$ cat config.mk
export PLATFORM = sky130hd
export DESIGN_NAME = seg_scan_driver
export DESIGN_NICKNAME = d
export VERILOG_FILES = /design/src/rtl/seg_scan_driver.sv
export SDC_FILE = /design/constraint.sdc
export NUM_CORES = 1
export LEC_CHECK = 0
export CAP_MARGIN = 0
export CORE_MARGIN = 1
export CORE_UTILIZATION = 52
export CTS_BUF_LIST = sky130_fd_sc_hd__clkbuf_4
export DETAILED_ROUTE_END_ITERATION = 10
export GPL_TIMING_DRIVEN = 0
export PLACE_DENSITY = 0.81
export SETUP_SLACK_MARGIN = 0.4
export SYNTH_ARGS = -nofsm -noshare
export SYNTH_HDL_FRONTEND = slang
export SYNTH_SLANG_ARGS = --single-unit
$ cat constraint.sdc
create_clock -name clk -period 2 [get_ports clk]
set_input_delay 0.2 -clock clk [delete_from_list [all_inputs] [get_ports clk]]
set_output_delay 0.2 -clock clk [all_outputs]
set_load 0.01 [all_outputs]
$ cat src/rtl/seg_scan_driver.sv
// Write-only 4-digit common-anode seven-segment scan driver fed by the decoder write demux.
// Define DISPLAY_BCD_EN to show the stored value in decimal through a double-dabble converter.
module seg_scan_driver #(
    parameter int unsigned REFRESH_DIV = 100000
) (
    input  logic        clk,
    input  logic        rst,
    input  logic        writeEnable,
    input  logic [31:0] writeData,
    output logic [6:0]  seg,
    output logic [3:0]  an,
    output logic        busy
);
    localparam int unsigned CNT_W = $clog2(REFRESH_DIV);

    logic [CNT_W-1:0] cnt_q, cnt_d;
    logic [1:0]       idx_q, idx_d;
    logic [3:0][3:0]  digit_q, digit_d;
    logic [6:0]       seg_q, seg_d;
    logic [3:0]       an_q, an_d;
    logic             unused_hi;

    assign unused_hi = ^writeData[31:16];

    function automatic logic [6:0] glyph(input logic [3:0] d);
        case (d)
            4'h0: glyph = 7'b1000000;
            4'h1: glyph = 7'b1111001;
            4'h2: glyph = 7'b0100100;
            4'h3: glyph = 7'b0110000;
            4'h4: glyph = 7'b0011001;
            4'h5: glyph = 7'b0010010;
            4'h6: glyph = 7'b0000010;
            4'h7: glyph = 7'b1111000;
            4'h8: glyph = 7'b0000000;
            4'h9: glyph = 7'b0010000;
            4'hA: glyph = 7'b0001000;
            4'hB: glyph = 7'b0000011;
            4'hC: glyph = 7'b1000110;
            4'hD: glyph = 7'b0100001;
            4'hE: glyph = 7'b0000110;
            default: glyph = 7'b0001110;
        endcase
    endfunction

    // Refresh timing and one-cycle-lagged anode/segment drive; no blanking between digits.
    always_comb begin : scan_comb
        cnt_d = cnt_q + CNT_W'(1);
        idx_d = idx_q;
        if (cnt_q == CNT_W'(REFRESH_DIV - 1)) begin
            cnt_d = '0;
            idx_d = idx_q + 2'd1;
        end
        an_d  = ~(4'b0001 << idx_q);
        seg_d = glyph(digit_q[idx_q]);
    end

    always_ff @(posedge clk or posedge rst) begin : scan_regs
        if (rst) begin
            cnt_q   <= '0;
            idx_q   <= '0;
            digit_q <= '0;
            an_q    <= 4'b1110;
            seg_q   <= 7'b1000000;
        end else begin
            cnt_q   <= cnt_d;
            idx_q   <= idx_d;
            digit_q <= digit_d;
            an_q    <= an_d;
            seg_q   <= seg_d;
        end
    end

    assign seg = seg_q;
    assign an  = an_q;

`ifdef DISPLAY_BCD_EN
    localparam logic [1:0] S_IDLE = 2'd0;
    localparam logic [1:0] S_CONV = 2'd1;
    localparam logic [1:0] S_LOAD = 2'd2;

    logic [1:0]  state_q, state_d;
    logic [15:0] disp_q, disp_d;
    logic [15:0] shift_q, shift_d;
    logic [19:0] bcd_q, bcd_d, bcd_adj;
    logic [3:0]  step_q, step_d;
    logic        pend_q, pend_d;
    logic        busy_q, busy_d;
    logic        unused_bcd;

    assign unused_bcd = bcd_adj[19];

    function automatic logic [19:0] dabble_adj(input logic [19:0] b);
        logic [19:0] r;
        r = b;
        for (int i = 0; i < 5; i++) begin
            if (b[4*i +: 4] >= 4'd5) r[4*i +: 4] = b[4*i +: 4] + 4'd3;
        end
        return r;
    endfunction

    // A write during CONV is parked as pending; a write landing in LOAD restarts directly from writeData.
    always_comb begin : bcd_fsm_comb
        state_d = state_q;
        disp_d  = disp_q;
        shift_d = shift_q;
        bcd_d   = bcd_q;
        step_d  = step_q;
        pend_d  = pend_q;
        digit_d = digit_q;
        bcd_adj = dabble_adj(bcd_q);
        if (writeEnable) disp_d = writeData[15:0];
        case (state_q)
            S_IDLE: begin
                if (writeEnable) begin
                    shift_d = writeData[15:0];
                    bcd_d   = '0;
                    step_d  = '0;
                    state_d = S_CONV;
                end
            end
            S_CONV: begin
                if (writeEnable) pend_d = 1'b1;
                bcd_d   = {bcd_adj[18:0], shift_q[15]};
                shift_d = {shift_q[14:0], 1'b0};
                step_d  = step_q + 4'd1;
                if (step_q == 4'd15) state_d = S_LOAD;
            end
            S_LOAD: begin
                digit_d = (bcd_q[19:16] != 4'd0) ? 16'h9999 : bcd_q[15:0];
                pend_d  = 1'b0;
                if (writeEnable || pend_q) begin
                    shift_d = writeEnable ? writeData[15:0] : disp_q;
                    bcd_d   = '0;
                    step_d  = '0;
                    state_d = S_CONV;
                end else begin
                    state_d = S_IDLE;
                end
            end
            default: state_d = S_IDLE;
        endcase
        busy_d = (state_d != S_IDLE);
    end

    always_ff @(posedge clk or posedge rst) begin : bcd_regs
        if (rst) begin
            state_q <= S_IDLE;
            disp_q  <= '0;
            shift_q <= '0;
            bcd_q   <= '0;
            step_q  <= '0;
            pend_q  <= 1'b0;
            busy_q  <= 1'b0;
        end else begin
            state_q <= state_d;
            disp_q  <= disp_d;
            shift_q <= shift_d;
            bcd_q   <= bcd_d;
            step_q  <= step_d;
            pend_q  <= pend_d;
            busy_q  <= busy_d;
        end
    end

    assign busy = busy_q;
`else
    // Digit registers double as the display register in the hex build.
    always_comb begin : hex_comb
        digit_d = digit_q;
        if (writeEnable) digit_d = writeData[15:0];
    end

    assign busy = 1'b0;
`endif

endmodule

==> impl_metrics.yaml, run 1 <==
finish:
  final_cells: 281
  drive_gt1_share_pct: 37.23
  fin_area_um2: 2865
  fillers: 254
  syn2layout_area_growth_pct: 30.41
  n_antenna_cell: 0
  num-nets-final: 276
placement:
  io_buffer_count: 28
  place_inst: 253
  dp_slack_ns: 0.1880
  dpl-instance-area_um2: 2572
  gp_congestion: 0.9491
  dp_hpwl_um: 2867
setup_path:
  crit_slowest_cell: "mux4_2"
  rrSetupSlack_ns: 0.17
  worst-path-max-fanout: 6
  crit_family: "multiplexers"
  r2r_end: "seg[0]$_DFF_PP0_"
  cp.buffers_inverters: 3
  path_cells: "buf_6 -> mux4_2 -> inv_4 -> ha_4 -> inv_1 -> o31ai_2"
  crit_arrival_ns: 2.10
  cp-end-kind: "register"
  rr_startpoint: "idx_q[0]$_DFFE_PP0N_"
  cp-start-kind: "register"
  cpPeakStageDelay_ns: 0.61
  startpoint: "idx_q[0]$_DFFE_PP0N_"
  rr_worst_depth: 6
  path_class: "register to register"
  cp.required_ns: 2.27
cts:
  htree_num_levels: 2
  insertion_delay_ns: 0.37
  cts_buffer_depth: 2
  ctsHoldBuffers: 0
  cts_tree: "built"
  clkSinkCount: 46
  clkTransAtPathRegs_ns: 0.15
  cts_buffers: 5
  cts-root-buf: "clkbuf_4"
timing:
  rsz0062_at_grt: "yes"
  slew_violations: 0
  clock-skew-final_ns: 0.01493
  finalSetupViolCount: 0
  finalHoldViolCount: 0
  fmax_ghz: 0.5464
  fin_crit_ns: 1.830
  worstMarginPinSlew_ns: 0.9114
  final.setup.worst_slack_ns: 0.1699
  period_share_pct: 91.50
  relSlewSlack_pct: 39.15
  tns_ns: 0
global_route:
  grt_overflow_total: 0
  grtUsageTotal_pct: 21.09
  antenna_found_initial: 0
  grt_start_max_net_pins: 47
  first_global_vias: 1523
  grt_pass1_wl_um: 6906
route:
  wirelength_um: 4630
  postRouteAntennaNets: 0
  first_iter_violations: 105
  wl_per_cell_um: 16.48
  drc: 0
  routed_via_density: 5.445
  dr.pass1.iters: 6
  vias: 1530
floorplanning:
  die_w_um: 67
  initial_core_util_pct: 54.53
  die_area_um2: 4489
  pin_count: 47
  die_h_um: 67
  design.core.area_um2: 4029
  row_count: 23
yosys:
  synth.distinct_cells: 43
  synth_fp_nets: 221
  ys.warnings.count: 0
  synth_area_leader_cell: "dfrtp_1"
  ys_ff_latch: 46
  ys_top_cells_by_area: "dfrtp_1 (48%), mux2_2 (9.2%), ha_1 (6.3%), dfstp_2 (4.8%), mux4_2 (4.1%)"
  synth_top_flop_cell: "dfrtp_1"
  yosysMostFrequentCell: "dfrtp_1"
  async_reset_ff_share_pct: 100.0
  ys_seq_area_share_pct: 52.62
  netlist_instances: 175
  synth_area_per_cell_um2: 12.55
  synth_edf_count: 0
  synth_common_cells: "dfrtp_1 (42), mux2_2 (18), ha_1 (11), inv_1 (11), nand2_1 (10)"
  yosysTopAreaCellShare_pct: 47.84
  netlist_area_um2: 2197
hold_path:
  whs_endpoint: "digit_q[3]$_DFFE_PP0P_"
  hp-class: "input pin to register"
  hold_depth: 2
  worstHoldStart: "writeEnable"
power:
  leakage_uw: 0.001258
  vdd_ir_drop_max_uv: 337.2
  powerDensity_nw_per_um2: 609.9
run_status:
  status: "complete, no violations"
job:
  maxCapViolCount: 0
-- report_power, final --
| group | internal [µW] | total [µW] | leakage [µW] | switching (µW) |
|---|---|---|---|---|
| sequential | 987 | 1010 | 0.000569 | 23.6 |
| clock | 137 | 447 | 0.0000312 | 310 |
| combinational | 159 | 289 | 0.000657 | 130 |
| total | 1280 | 1750 | 0.00126 | 464 |
-- sequential cells by signal, summed over array words and instances (netlist names) --
signal / flops
cnt_q: 17
an: 4
digit_q: 16
idx_q: 2
seg: 7
-- how the worst max path moves through the flow --
stage / endpoint / slack [ns] / cells after the start
finish: seg[0]$_DFF_PP0_ / 0.17 / 6
global placement: digit_q[8]$_DFFE_PP0P_ / -0.05 / 2
detailed placement: seg[5]$_DFF_PP0_ / 0.19 / 6
CTS: seg[4]$_DFF_PP0_ / 0.17 / 5
global route: seg[0]$_DFF_PP0_ / 0.08 / 5
floorplan: seg[1]$_DFF_PP0_ / 0.31 / 5
-- final cells by class --
cell class / instances / area [µm²] / area share, %
well taps: 50 / 62.56 / 2.183
plain buffers: 6 / 52.55 / 1.834
clock buffers: 5 / 37.54 / 1.310
repair buffers: 48 / 422.9 / 14.76
clock inverters: 3 / 21.27 / 0.7424
flip-flops and latches: 46 / 1156 / 40.35
inverters: 11 / 46.29 / 1.616
multi-input cells: 112 / 1066 / 37.21
-- metrics by stage --
stage | hold slack, ns | utilization, % | power, µW
after floorplan | 0.3517 | - | 1185
after global placement | 0.4627 | 63.85 | 1286
after detailed placement | 0.4810 | 63.85 | 1302
after CTS | 0.2986 | 68.26 | 1735
after global routing | 0.3168 | 71.12 | 1827
final | 0.3126 | 71.12 | 1747
-- logic make-up after synthesis --
logic type / synth area share (%)
mux: 13.33
buf+inv: 4.100
xor+xnor: 5.182
compound gates: 5.467
other cells: 0.1707
fa+ha+maj: 6.264
simple gates: 12.87
flops: 52.62
-- metal layers --
layer	track usage (%)	wire, µm	part of all wire (%)
met4	9.574	57	1.2
met3	3.596	186	4.0
met1	27.26	2058	44
met5	0	0	0
met2	34.25	2327	50
-- worst register-to-register path: cells and delay by family, from the launching register on --
kind	cells	cell delay (ns)
buffers and inverters	3	0.33
adders and majority gates	1	0.15
AOI/OAI and AO/OA	1	0.26
muxes	1	0.61
DFF	1	0.39
-- timing repair --
action,in CTS,in global routing
gates cloned,2,0
setup buffers,11,7
endpoints found under the setup margin,25,19
gates resized for setup,12,14
pin swaps,6,5
-- cell usage in the layout, fill, tap and decap left out, types with 2 or more instances in the layout --
cell type and instances:
ha_4 3, mux2_2 18, clkbuf_4 5, dfstp_2 4, clkdlybuf4s50_1 24, buf_6 2, buf_4 20, xor2_1 4
nor2_2 2, or3_1 2, nand2b_1 2, inv_4 2, and2_1 2, xnor2_1 8, dfrtp_1 42, nand3_1 6
o21ai_2 2, mux4_2 4, nor2b_1 3, nand2_1 8, ha_2 2, dlygate4sd2_1 4, nor2_1 5, or4b_4 2
ha_1 6, inv_1 8, o21a_1 3, o21ai_0 4
Power figures use the tool's default switching activity.
==> run 2, diff against run 1 <==
--- a/config.mk
+++ b/config.mk
@@ -5,13 +5,14 @@
 export SDC_FILE = /design/constraint.sdc
 export NUM_CORES = 1
 export LEC_CHECK = 0
+export ABC_AREA = 1
 export CAP_MARGIN = 0
 export CORE_MARGIN = 1
-export CORE_UTILIZATION = 52
+export CORE_UTILIZATION = 42
 export CTS_BUF_LIST = sky130_fd_sc_hd__clkbuf_4
 export DETAILED_ROUTE_END_ITERATION = 10
 export GPL_TIMING_DRIVEN = 0
-export PLACE_DENSITY = 0.81
+export PLACE_DENSITY = 0.67
 export SETUP_SLACK_MARGIN = 0.4
 export SYNTH_ARGS = -nofsm -noshare
 export SYNTH_HDL_FRONTEND = slang
==> run 2 against run 1 <==
Utilization is 16 points lower. Global-route usage decreased by 4.6 points. Maximum frequency increased by 20%. Worst hold slack worse by 0.24 ns. Register-to-register slack better by 0.30 ns. Final area is 5.1% higher. Power grew 6.5%. Worst setup slack improved by 0.30 ns. Clock power increased by 25%. Die area is 35% higher. Routed wire length is 2.0% lower. Synthesized cell count increased by 58%. Critical endpoint is now seg[3]$_DFF_PP0_.
==> impl_metrics.yaml, run 2 <==
cts:
  clkSinkCount: 46
  insertion_delay_ns: 0.36
  cts_buffer_depth: 2
  ctsHoldBuffers: 0
  cts_tree: "built"
  cts-root-buf: "clkbuf_4"
  htree_num_levels: 2
  clkTransAtPathRegs_ns: 0.13
  cts_buffers: 5
setup_path:
  rrSetupSlack_ns: 0.47
  cp_num_cells: 10
  cp-end-kind: "register"
  rr_worst_depth: 10
  cp_common_cell: "nand2_1"
  crit_arrival_ns: 1.80
  startpoint: "idx_q[0]$_DFFE_PP0N_"
  rr_startpoint: "idx_q[0]$_DFFE_PP0N_"
  path_cells: "buf_6 -> nand2_1 -> nand3_2 -> nand2_4 -> inv_4 -> ha_2 -> nand3_2 -> nand2_1 -> nand2_1 -> nand2_1"
  crit_slowest_cell: "dfrtp_2"
  path_class: "register to register"
  cp.required_ns: 2.27
  setup.worst_path.end: "seg[3]$_DFF_PP0_"
  r2r_end: "seg[3]$_DFF_PP0_"
  cp.buffers_inverters: 2
  crit_family: "simple AND/OR/NAND/NOR gates"
  worst-path-max-fanout: 6
  cpPeakStageDelay_ns: 0.48
  cp-start-kind: "register"
global_route:
  antenna_found_initial: 0
  use_met1_pct: 22.64
  grt_overflow_total: 0
  first_global_vias: 1740
  grtUsageTotal_pct: 16.44
  gr-usage-met2_pct: 25.04
  grt_pass1_wl_um: 7838
  top_usage_layer: "met2"
  met3_usage_pct: 3.176
  grt_start_max_net_pins: 35
floorplanning:
  row_count: 27
  die_area_um2: 6047
  die_h_um: 77.77
  initial_core_util_pct: 43.79
  die_w_um: 77.77
  pin_count: 47
  design.core.area_um2: 5507
yosys:
  synth_top_flop_cell: "dfrtp_1"
  ys_ff_latch: 46
  synth_edf_count: 0
  async_reset_ff_share_pct: 100.0
  yosysMostFrequentCell: "nand2_1"
  ys_top_cells_by_area: "dfrtp_1 (44%), nand2_1 (12%), mux2_2 (7.0%), ha_1 (5.7%), nand3_1 (5.2%)"
  synth.distinct_cells: 24
  ys_seq_area_share_pct: 47.95
  synth_area_per_cell_um2: 8.704
  netlist_instances: 277
  synth_fp_nets: 323
  synth_common_cells: "nand2_1 (77), dfrtp_1 (42), inv_1 (30), nor2_1 (30), nand3_1 (25)"
  yosysTopAreaCellShare_pct: 43.59
  ys.warnings.count: 0
  synth_area_leader_cell: "dfrtp_1"
  netlist_area_um2: 2411
run_status:
  status: "complete, no violations"
finish:
  regMostFlops: "cnt_q"
  largest_reg_flops: 17
  syn2layout_area_growth_pct: 24.86
  final_common_cell: "nand2_1"
  n_antenna_cell: 0
  fillers: 504
  final_cell_mix: "nand2_1 (75), dfrtp_1 (40), nor2_1 (30)"
  drive_gt1_share_pct: 21.74
  fin_area_um2: 3010
  num-nets-final: 367
placement:
  dp_hpwl_um: 3187
  dpl-instance-area_um2: 2801
  gp_congestion: 0.8768
  io_buffer_count: 28
  dp_slack_ns: 0.1718
route:
  drc: 0
  postRouteAntennaNets: 0
  wirelength_um: 4537
  dr.pass1.iters: 4
  first_iter_violations: 91
  wl_per_cell_um: 11.52
  vias: 1871
  routed_via_density: 4.749
timing:
  final.setup.worst_slack_ns: 0.4742
  fin_crit_ns: 1.526
  rsz0062_at_grt: "yes"
  clock-skew-final_ns: 0.007188
  period_share_pct: 76.29
  finalHoldViolCount: 0
  finalSetupViolCount: 0
  fmax_ghz: 0.6554
  slew_violations: 0
power:
  powerDensity_nw_per_um2: 618.2
  vdd_ir_drop_max_uv: 285.3
  leakage_uw: 0.001452
hold_path:
  hp-class: "input pin to async pin"
job:
  maxCapViolCount: 0
-- run 2: changes by cell type after synthesis, sizes merged, moves of 4 or more --
cell / delta
xnor2: -8
nand4: +4
mux4: -4
nand3: +22
nor2: +26
inv: +24
nand2: +71
-- run 2: power breakdown --
group	switching, µW	internal [µW]
Clock	300	259
Combinational	145	150
Sequential	20.8	986
-- run 2: cell families (layout without fill, tap and decap cells) --
| kind of cell | Yosys count | after routing | share of synthesized area [%] |
|---|---|---|---|
| and+or+nand+nor | 150 | 150 | 27.87 |
| muxes | 15 | 15 | 7.006 |
| DFF | 46 | 46 | 47.95 |
| buffers and inverters | 39 | 84 | 6.487 |
| other | 1 | 1 | 0.1555 |
| xor gates and xnor gates | 8 | 8 | 2.906 |
| adders and majority gates | 11 | 11 | 5.708 |
| AOI/OAI and AO/OA | 7 | 7 | 1.920 |
-- run 2: stage by stage --
| stage | power (µW) | setup TNS [ns] | instances | util (%) | hold WS [ns] |
|---|---|---|---|---|---|
| floorplan | 1190 | 0 | 277 | - | 0.3210 |
| global placement | 1297 | -9.291 | 377 | 50.51 | 0.4747 |
| detailed placement | 1308 | 0 | 378 | 50.87 | 0.4794 |
| CTS | 1877 | 0 | 388 | 52.74 | 0.07662 |
| global route | 1961 | 0 | 394 | 54.67 | 0.08690 |
| finish | 1861 | 0 | 394 | 54.67 | 0.07643 |
-- run 2: per-layer routing --
layer	up-vias	wire length, µm
met3	7	183
met5	-	0
met4	0	93
li1	954	-
met1	864	2203
met2	46	2056
-- run 2: worst min-delay path by stage --
stage | from | end | slack (ns) | depth (start not counted)
2_1_floorplan | writeData[11] | digit_q[11]$_DFFE_PP0P_ | 0.32 | 2
3_5_place_dp | rst | an[0]$_DFF_PP0_ | 0.48 | 2
3_3_place_gp | cnt_q[0]$_DFF_PP0_ | cnt_q[0]$_DFF_PP0_ | 0.47 | 1
6_report | rst | seg[4]$_DFF_PP0_ | 0.08 | 2
5_1_grt | rst | seg[4]$_DFF_PP0_ | 0.09 | 2
4_1_cts | rst | seg[4]$_DFF_PP0_ | 0.08 | 2
-- run 2: cell type report --
| type | count | area [µm²] | area share, % |
|---|---|---|---|
| Timing Repair Buffer | 37 | 352.8 | 11.72 |
| Clock inverter | 3 | 40.04 | 1.330 |
| Tap cell | 72 | 90.09 | 2.993 |
| Sequential cell | 46 | 1159 | 38.49 |
| Multi-Input combinational cell | 192 | 1159 | 38.49 |
| Buffer | 4 | 28.78 | 0.9559 |
| Inverter | 35 | 143.9 | 4.780 |
| Clock buffer | 5 | 37.54 | 1.247 |
-- run 2: what timing repair did --
item	4_1_cts	5_1_grt
endpoints found under the setup margin	11	18
pin swaps	1	1
gates resized for setup	9	17
buffers inserted	2	5
gates cloned	0	1
-- run 2: worst register-to-register path, delay by kind of cell (launching register included) --
family,cells,cell delay [ns]
DFF,1,0.48
adders and majority gates,1,0.19
buffers and inverters,2,0.20
and+or+nand+nor,7,0.55
==> run 3, diff against run 2 <==
==> constraint.sdc (replaced) <==
create_clock -name clk -period 1.52 [get_ports clk]
set_input_delay 0.152 -clock clk [delete_from_list [all_inputs] [get_ports clk]]
set_output_delay 0.152 -clock clk [all_outputs]
set_load 0.01 [all_outputs]
==> run 3 against run 2 <==
Utilization increased by 9.5 points. Clock skew rose by 0.0052 ns. Sequential power is 32% higher. Clock-buffer cell count did not move. Clock power increased by 7.0%. Final cell count grew 4.8%. Largest power group unchanged. Power grew 27%. Die area is the same. Sequential cell count stayed put. Critical path depth is the same.
==> impl_metrics.yaml, run 3 (same netlist as run 2, synthesis figures left out) <==
run_status:
  status: "complete, no violations"
global_route:
  antenna_found_initial: 0
  grtUsageTotal_pct: 18.84
  grt_pass1_wl_um: 8935
  grt_overflow_total: 0
  first_global_vias: 1928
  grt_start_max_net_pins: 47
finish:
  regMostFlops: "cnt_q"
  largest_reg_flops: 17
  n_antenna_cell: 0
  final_common_cell: "nand2_1"
  syn2layout_area_growth_pct: 46.60
  post-route-util_pct: 64.19
  final_cell_mix: "nand2_1 (49), dfrtp_1 (37), inv_1 (26)"
  fillers: 445
  num-nets-final: 386
  drive_gt1_share_pct: 48.09
timing:
  final.setup.worst_slack_ns: 0.03343
  worstMarginPinSlew_ns: 0.9855
  fin_crit_ns: 1.487
  period_share_pct: 97.80
  slew_violations: 0
  finalHoldViolCount: 0
  clock-skew-final_ns: 0.01236
  rsz0062_at_grt: "yes"
  hold-worst-slack_ns: 0.2093
  relSlewSlack_pct: 34.16
  finalSetupViolCount: 0
  fmax_ghz: 0.6727
route:
  first_iter_violations: 137
  postRouteAntennaNets: 0
  vias: 2024
  routed_via_density: 4.901
  dr.pass1.iters: 4
  wirelength_um: 5371
  drc: 0
  wl_per_cell_um: 13.00
cts:
  htree_num_levels: 2
  insertion_delay_ns: 0.36
  cts-root-buf: "clkbuf_4"
  clkTransAtPathRegs_ns: 0.15
  clkSinkCount: 46
  cts_buffer_depth: 2
  cts_buffers: 5
  cts_tree: "built"
floorplanning:
  die_h_um: 77.77
  pin_count: 47
  row_count: 27
  initial_core_util_pct: 43.79
  die_area_um2: 6047
  die_w_um: 77.77
  design.core.area_um2: 5507
power:
  p_switching_uw: 677.3
  combPwrFrac_pct: 18.1
  leakage_uw: 0.001690
  intPower_uw: 1680
  swShare_pct: 28.73
  vdd_ir_drop_max_uv: 431.8
  powerDensity_nw_per_um2: 667.0
  p_clk_share_pct: 25.4
  seqPwrFrac_pct: 56.5
setup_path:
  worst-path-max-fanout: 5
  crit_arrival_ns: 1.75
  cp_common_cell: "nand2_1"
  cpPeakStageDelay_ns: 0.49
  cp-end-kind: "register"
  path_class: "register to register"
  path_cells: "buf_6 -> nand2_4 -> nand2_1 -> nand2_2 -> nand2_4 -> ha_4 -> nand3_1 -> nand2_1 -> nand2_1 -> nand2_1"
  crit_slowest_cell: "dfrtp_2"
  cp.required_ns: 1.79
  rr_worst_depth: 10
  cp-start-kind: "register"
hold_path:
  hp-class: "input pin to register"
  hold_depth: 2
placement:
  dp_hpwl_um: 3268
  gp_congestion: 0.8149
  dp_slack_ns: 0.007929
  io_buffer_count: 28
job:
  maxCapViolCount: 0
## run 3: cell types whose count changed in the layout (fill, tap and decap cells not counted), moves of 5 or more
cell	previous run	this run
buf_2	3	9
buf_4	8	18
buf_6	1	14
clkdlybuf4s50_1	24	17
nand2_1	75	49
nand2_2	2	19
nand2_4	4	12
nand3_1	22	14
nand3_4	2	7
nor2_1	30	13
nor2_2	2	9
nor2_4	1	11
## run 3: stage by stage
step	total power, µW	TNS (ns)	std cells	cell area (µm²)
global placement	1752	0	377	2925
detailed placement	1761	0	377	2925
floorplan	1607	0	277	2555
finish	2358	0	413	3535
CTS	2337	0	403	3223
global route	2476	-0.08423	413	3535
## run 3: worst paths after layout
check,endpoint,from,slack (ns)
worst max-delay path,seg[0]$_DFF_PP0_,idx_q[0]$_DFFE_PP0N_,0.03
worst min register to register,digit_q[15]$_DFFE_PP0P_,digit_q[15]$_DFFE_PP0P_,0.53
worst min-delay path,digit_q[1]$_DFFE_PP0P_,writeEnable,0.21
min in group asynchronous,cnt_q[14]$_DFF_PP0_,rst,0.34
worst max register to register,seg[0]$_DFF_PP0_,idx_q[0]$_DFFE_PP0N_,0.03
max in group asynchronous,cnt_q[2]$_DFF_PP0_,rst,0.60
## run 3: worst max-delay path, delay by kind of cell (launching register included)
family / cells / cell delay (ns)
AND/OR/NAND/NOR: 8 / 0.56
flip-flops: 1 / 0.49
adder cells (fa/ha/maj): 1 / 0.18
buffers and inverters: 1 / 0.17
## run 3: metal layers
layer  wire [µm]  part of all wire (%)  global-route usage (%)  up-vias
met5           0                     0                       0        -
met4          62                   1.2                   5.094        0
met3         200                   3.7                   4.000        6
met2        2658                    49                   31.15       45
met1        2450                    46                   24.89      975
li1            -                     -                       -      998
## run 3: power groups by stage
stage	clock, µW	sequential, µW	combinational, µW
6_report	598	1330	427
5_1_grt	661	1340	471
4_1_cts	616	1330	396
3_5_place_dp	0	1350	410
3_3_place_gp	0	1350	403
2_1_floorplan	0	1360	245
## run 3: cell type report
cell class              count  area (µm²)  share of cell area, %
plain buffers               4       28.78                 0.8142
clock buffers               5       37.54                  1.062
clock inverters             3       21.27                 0.6018
inverters                  35       155.1                  4.389
multi-input cells         193        1555                  44.00
flip-flops and latches     46        1162                  32.88
well taps                  72       90.09                  2.549
repair buffers             54       479.2                  13.56
repair inverters            1       5.005                 0.1416
## run 3: what timing repair did
action / in CTS / in global routing
endpoints found under the setup margin: 35 / 30
buffers inserted: 17 / 8
hold buffers: 0 / 0
cloned: 1 / 2
resized for setup: 82 / 68
pin swaps: 10 / 21
==> variant: new RTL, config.mk and constraints of run 1 <==
Register the output `an` once more, without a reset; this adds one clock of latency there. The other outputs are not delayed to match.
--- a/src/rtl/seg_scan_driver.sv
+++ b/src/rtl/seg_scan_driver.sv
@@ -74,3 +74,5 @@
     assign seg = seg_q;
-    assign an  = an_q;
+    always_ff @(posedge clk) begin
+        an <= an_q;
+    end
 
Check against the original RTL: no difference found for any inputs over 10 cycles, from zero or initial values and one cycle with rst high; that may be too few to reach the edited logic, so the function may still have changed.
==> variant against run 1 <==
Clock skew down 0.0080 ns; power rose by 4.8%; cell area grew 4.4%; sequential share of layout area increased by 1.0 points; routed wire length shrank 6.5%; synthesized area is 2.0% higher; sequential cell count up 4; first-iteration DRC count decreased by 29%; synthesized cell count rose by 2.3%; critical path depth decreased by 1; sequential power increased by 8%; utilization is 2.6 points higher; setup slack improved by 0.028 ns; critical endpoint is now seg[4]; highest routed layer unchanged.
==> variant: results (changes against run 1) <==
stage;metric;value;unit;change
status;outcome;finished clean;;
yosys;ys_top_cells_by_area;dfrtp_1 (47%), mux2_2 (9.0%), ha_1 (6.1%);;
placement;hpwlAfterDp;2.86;mm;-0.36%
cts;cts_buffer_depth;2;;unchanged
yosys;ys_seq_area_share;55.2;%;+2.5 points
detailed_routing;drt-pass1-iter-count;4;;-2
yosys;yosys_warnings;0;;unchanged
critical_path;arrival;2.09;ns;
cts;cts_root_buffer;clkbuf_4;;
placement;gp_congestion;0.846;;-11%
yosys;synthArstFlopShare;92.0;%;-8.0 points
min_path;worstHoldPathCells;2;;unchanged
detailed_routing;avgRoutedWirePerCell;15.0;um;-9.1%
global_routing;grt_pass1_wl;6.78;mm;-1.8%
final_layout;finalNetCount;284;;+2.9%
yosys;syn-num-nets;225;;+1.8%
critical_path;cp_max_fo;6;;unchanged
pwr;power_leakage;1.30;nW;+3.1%
min_path;hold_path.class;primary input to flip-flop;;
detailed_routing;vias;1552;;+1.4%
critical_path;cp_top_family;multiplexers;;
detailed_routing;drtIter0Drc;75;;-29%
final_layout;final_layout_size_suffix_gt1_share;39.3;%;+2.1 points
critical_path;reg2reg_slack;0.20;ns;+0.03 ns
final_layout;largest-register;cnt_q;;
critical_path;timing.rr.end;seg[4];;
min_path;min_from;writeEnable;;
yosys;synth_commonest_cells;dfrtp_1 (42), mux2_2 (18), inv_1 (13), ha_1 (11), nand2_1 (10);;
critical_path;ff2ff_path_depth;5;;-1
timing;whs;0.334;ns;+0.0215 ns
cts;insertion_delay;0.35;ns;-0.02 ns
yosys;synthDistinctLibCells;41;;-4.7%
final_layout;largest_reg_flops;17;;unchanged
global_routing;antenna_found_initial;0;;unchanged
global_routing;grt_use_total;20.6;%;-0.45 points
pwr;ir_worst_vdd;0.294;mV;-13%
cts;cts.clk_slew.worst_paths;0.13;ns;-0.02 ns
min_path;holdPathEnd;digit_q[11];;
timing;max_slew_margin;39.4;%;+0.20 points
placement;port_buffers;28;;unchanged
timing;skew;0.00696;ns;-0.00796 ns
==> variant: cell types whose count changed after synthesis, sizes merged, moves of 2 or more <==
cell | run 1 | this run
nand4 | 1 | 4
inv | 11 | 13
nor2 | 7 | 9
nor3 | 1 | 3
dfxtp | 0 | 4
==> variant: how the worst max path moves through the flow <==
stage               startpoint         to  cells after the start
floorplan             idx_q[0]     seg[1]                      5
global placement           rst     seg[4]                      2
detailed placement    cnt_q[0]  cnt_q[16]                      5
CTS                   idx_q[0]     seg[1]                      5
global route          idx_q[0]     seg[5]                      6
finish                idx_q[0]     seg[4]                      5
==> variant: cell families (layout without fill, tap and decap cells) <==
group	count (synthesis)	after routing	share of synthesized area, %
AOI/OAI and AO/OA	17	17	5.03
xor gates and xnor gates	13	13	5.08
adders and majority gates	11	11	6.14
buffers and inverters	19	79	3.63
DFF	50	50	55.2
muxes	23	23	13.5
other	1	1	0.167
and+or+nand+nor	45	45	11.3
==> variant: per-stage QoR <==
| stage | total power, W | instance area, sq um | TNS, ns | setup slack, ns | instances |
|---|---|---|---|---|---|
| after global routing | 0.00194 | 2990 | 0 | 0.0919 | 289 |
| after floorplan | 0.00126 | 2300 | 0 | 0.306 | 179 |
| after global placement | 0.00137 | 2650 | -2.62 | -0.0644 | 257 |
| after detailed placement | 0.00138 | 2650 | 0 | 0.0828 | 257 |
| final | 0.00183 | 2990 | 0 | 0.197 | 289 |
| after CTS | 0.00183 | 2830 | 0 | 0.213 | 277 |
==> variant: metal layers <==
metal / global-route usage, % / vias up / share of wire [%]
met5: 0 / - / 0
met4: 9.04 / 0 / 1.2
met3: 5.24 / 7 / 3.5
met2: 37.5 / 26 / 54
met1: 22.3 / 783 / 41
li1: - / 736 / -
==> variant: power breakdown <==
group / switching [W] / leakage [nW] / internal, W / total [W]
sequential: 0.0000212 / 0.602 / 0.00107 / 0.00109
combinational: 0.000131 / 0.662 / 0.000173 / 0.000304
clock: 0.000294 / 0.0331 / 0.000146 / 0.000440
==> variant: cell type report <==
class | count | area [sq um]
plain buffers | 6 | 48.8
clock buffers | 6 | 45.0
clock inverters | 2 | 8.76
fillers | 269 | 1070
inverters | 13 | 53.8
multi-input cells | 110 | 1070
flip-flops and latches | 50 | 1240
well taps | 50 | 62.6
repair buffers | 52 | 464
==> variant: what timing repair did <==
| item | 4_1_cts | 5_1_grt |
|---|---|---|
| cloned | 1 | 1 |
| gates resized for setup | 13 | 17 |
| endpoints found under the setup margin | 20 | 20 |
| pin swaps | 5 | 10 |
| endpoints found under the hold margin | 0 | 0 |
| setup buffers | 11 | 11 |
==> variant: worst reg2reg max path: cells and delay by family, from the launching register on <==
family	cells	cell delay (ns)
adder cells (fa/ha/maj)	1	0.22
buffers and inverters	1	0.14
multiplexers	2	0.86
AO/OA/AOI/OAI	1	0.12
flip-flops	1	0.39
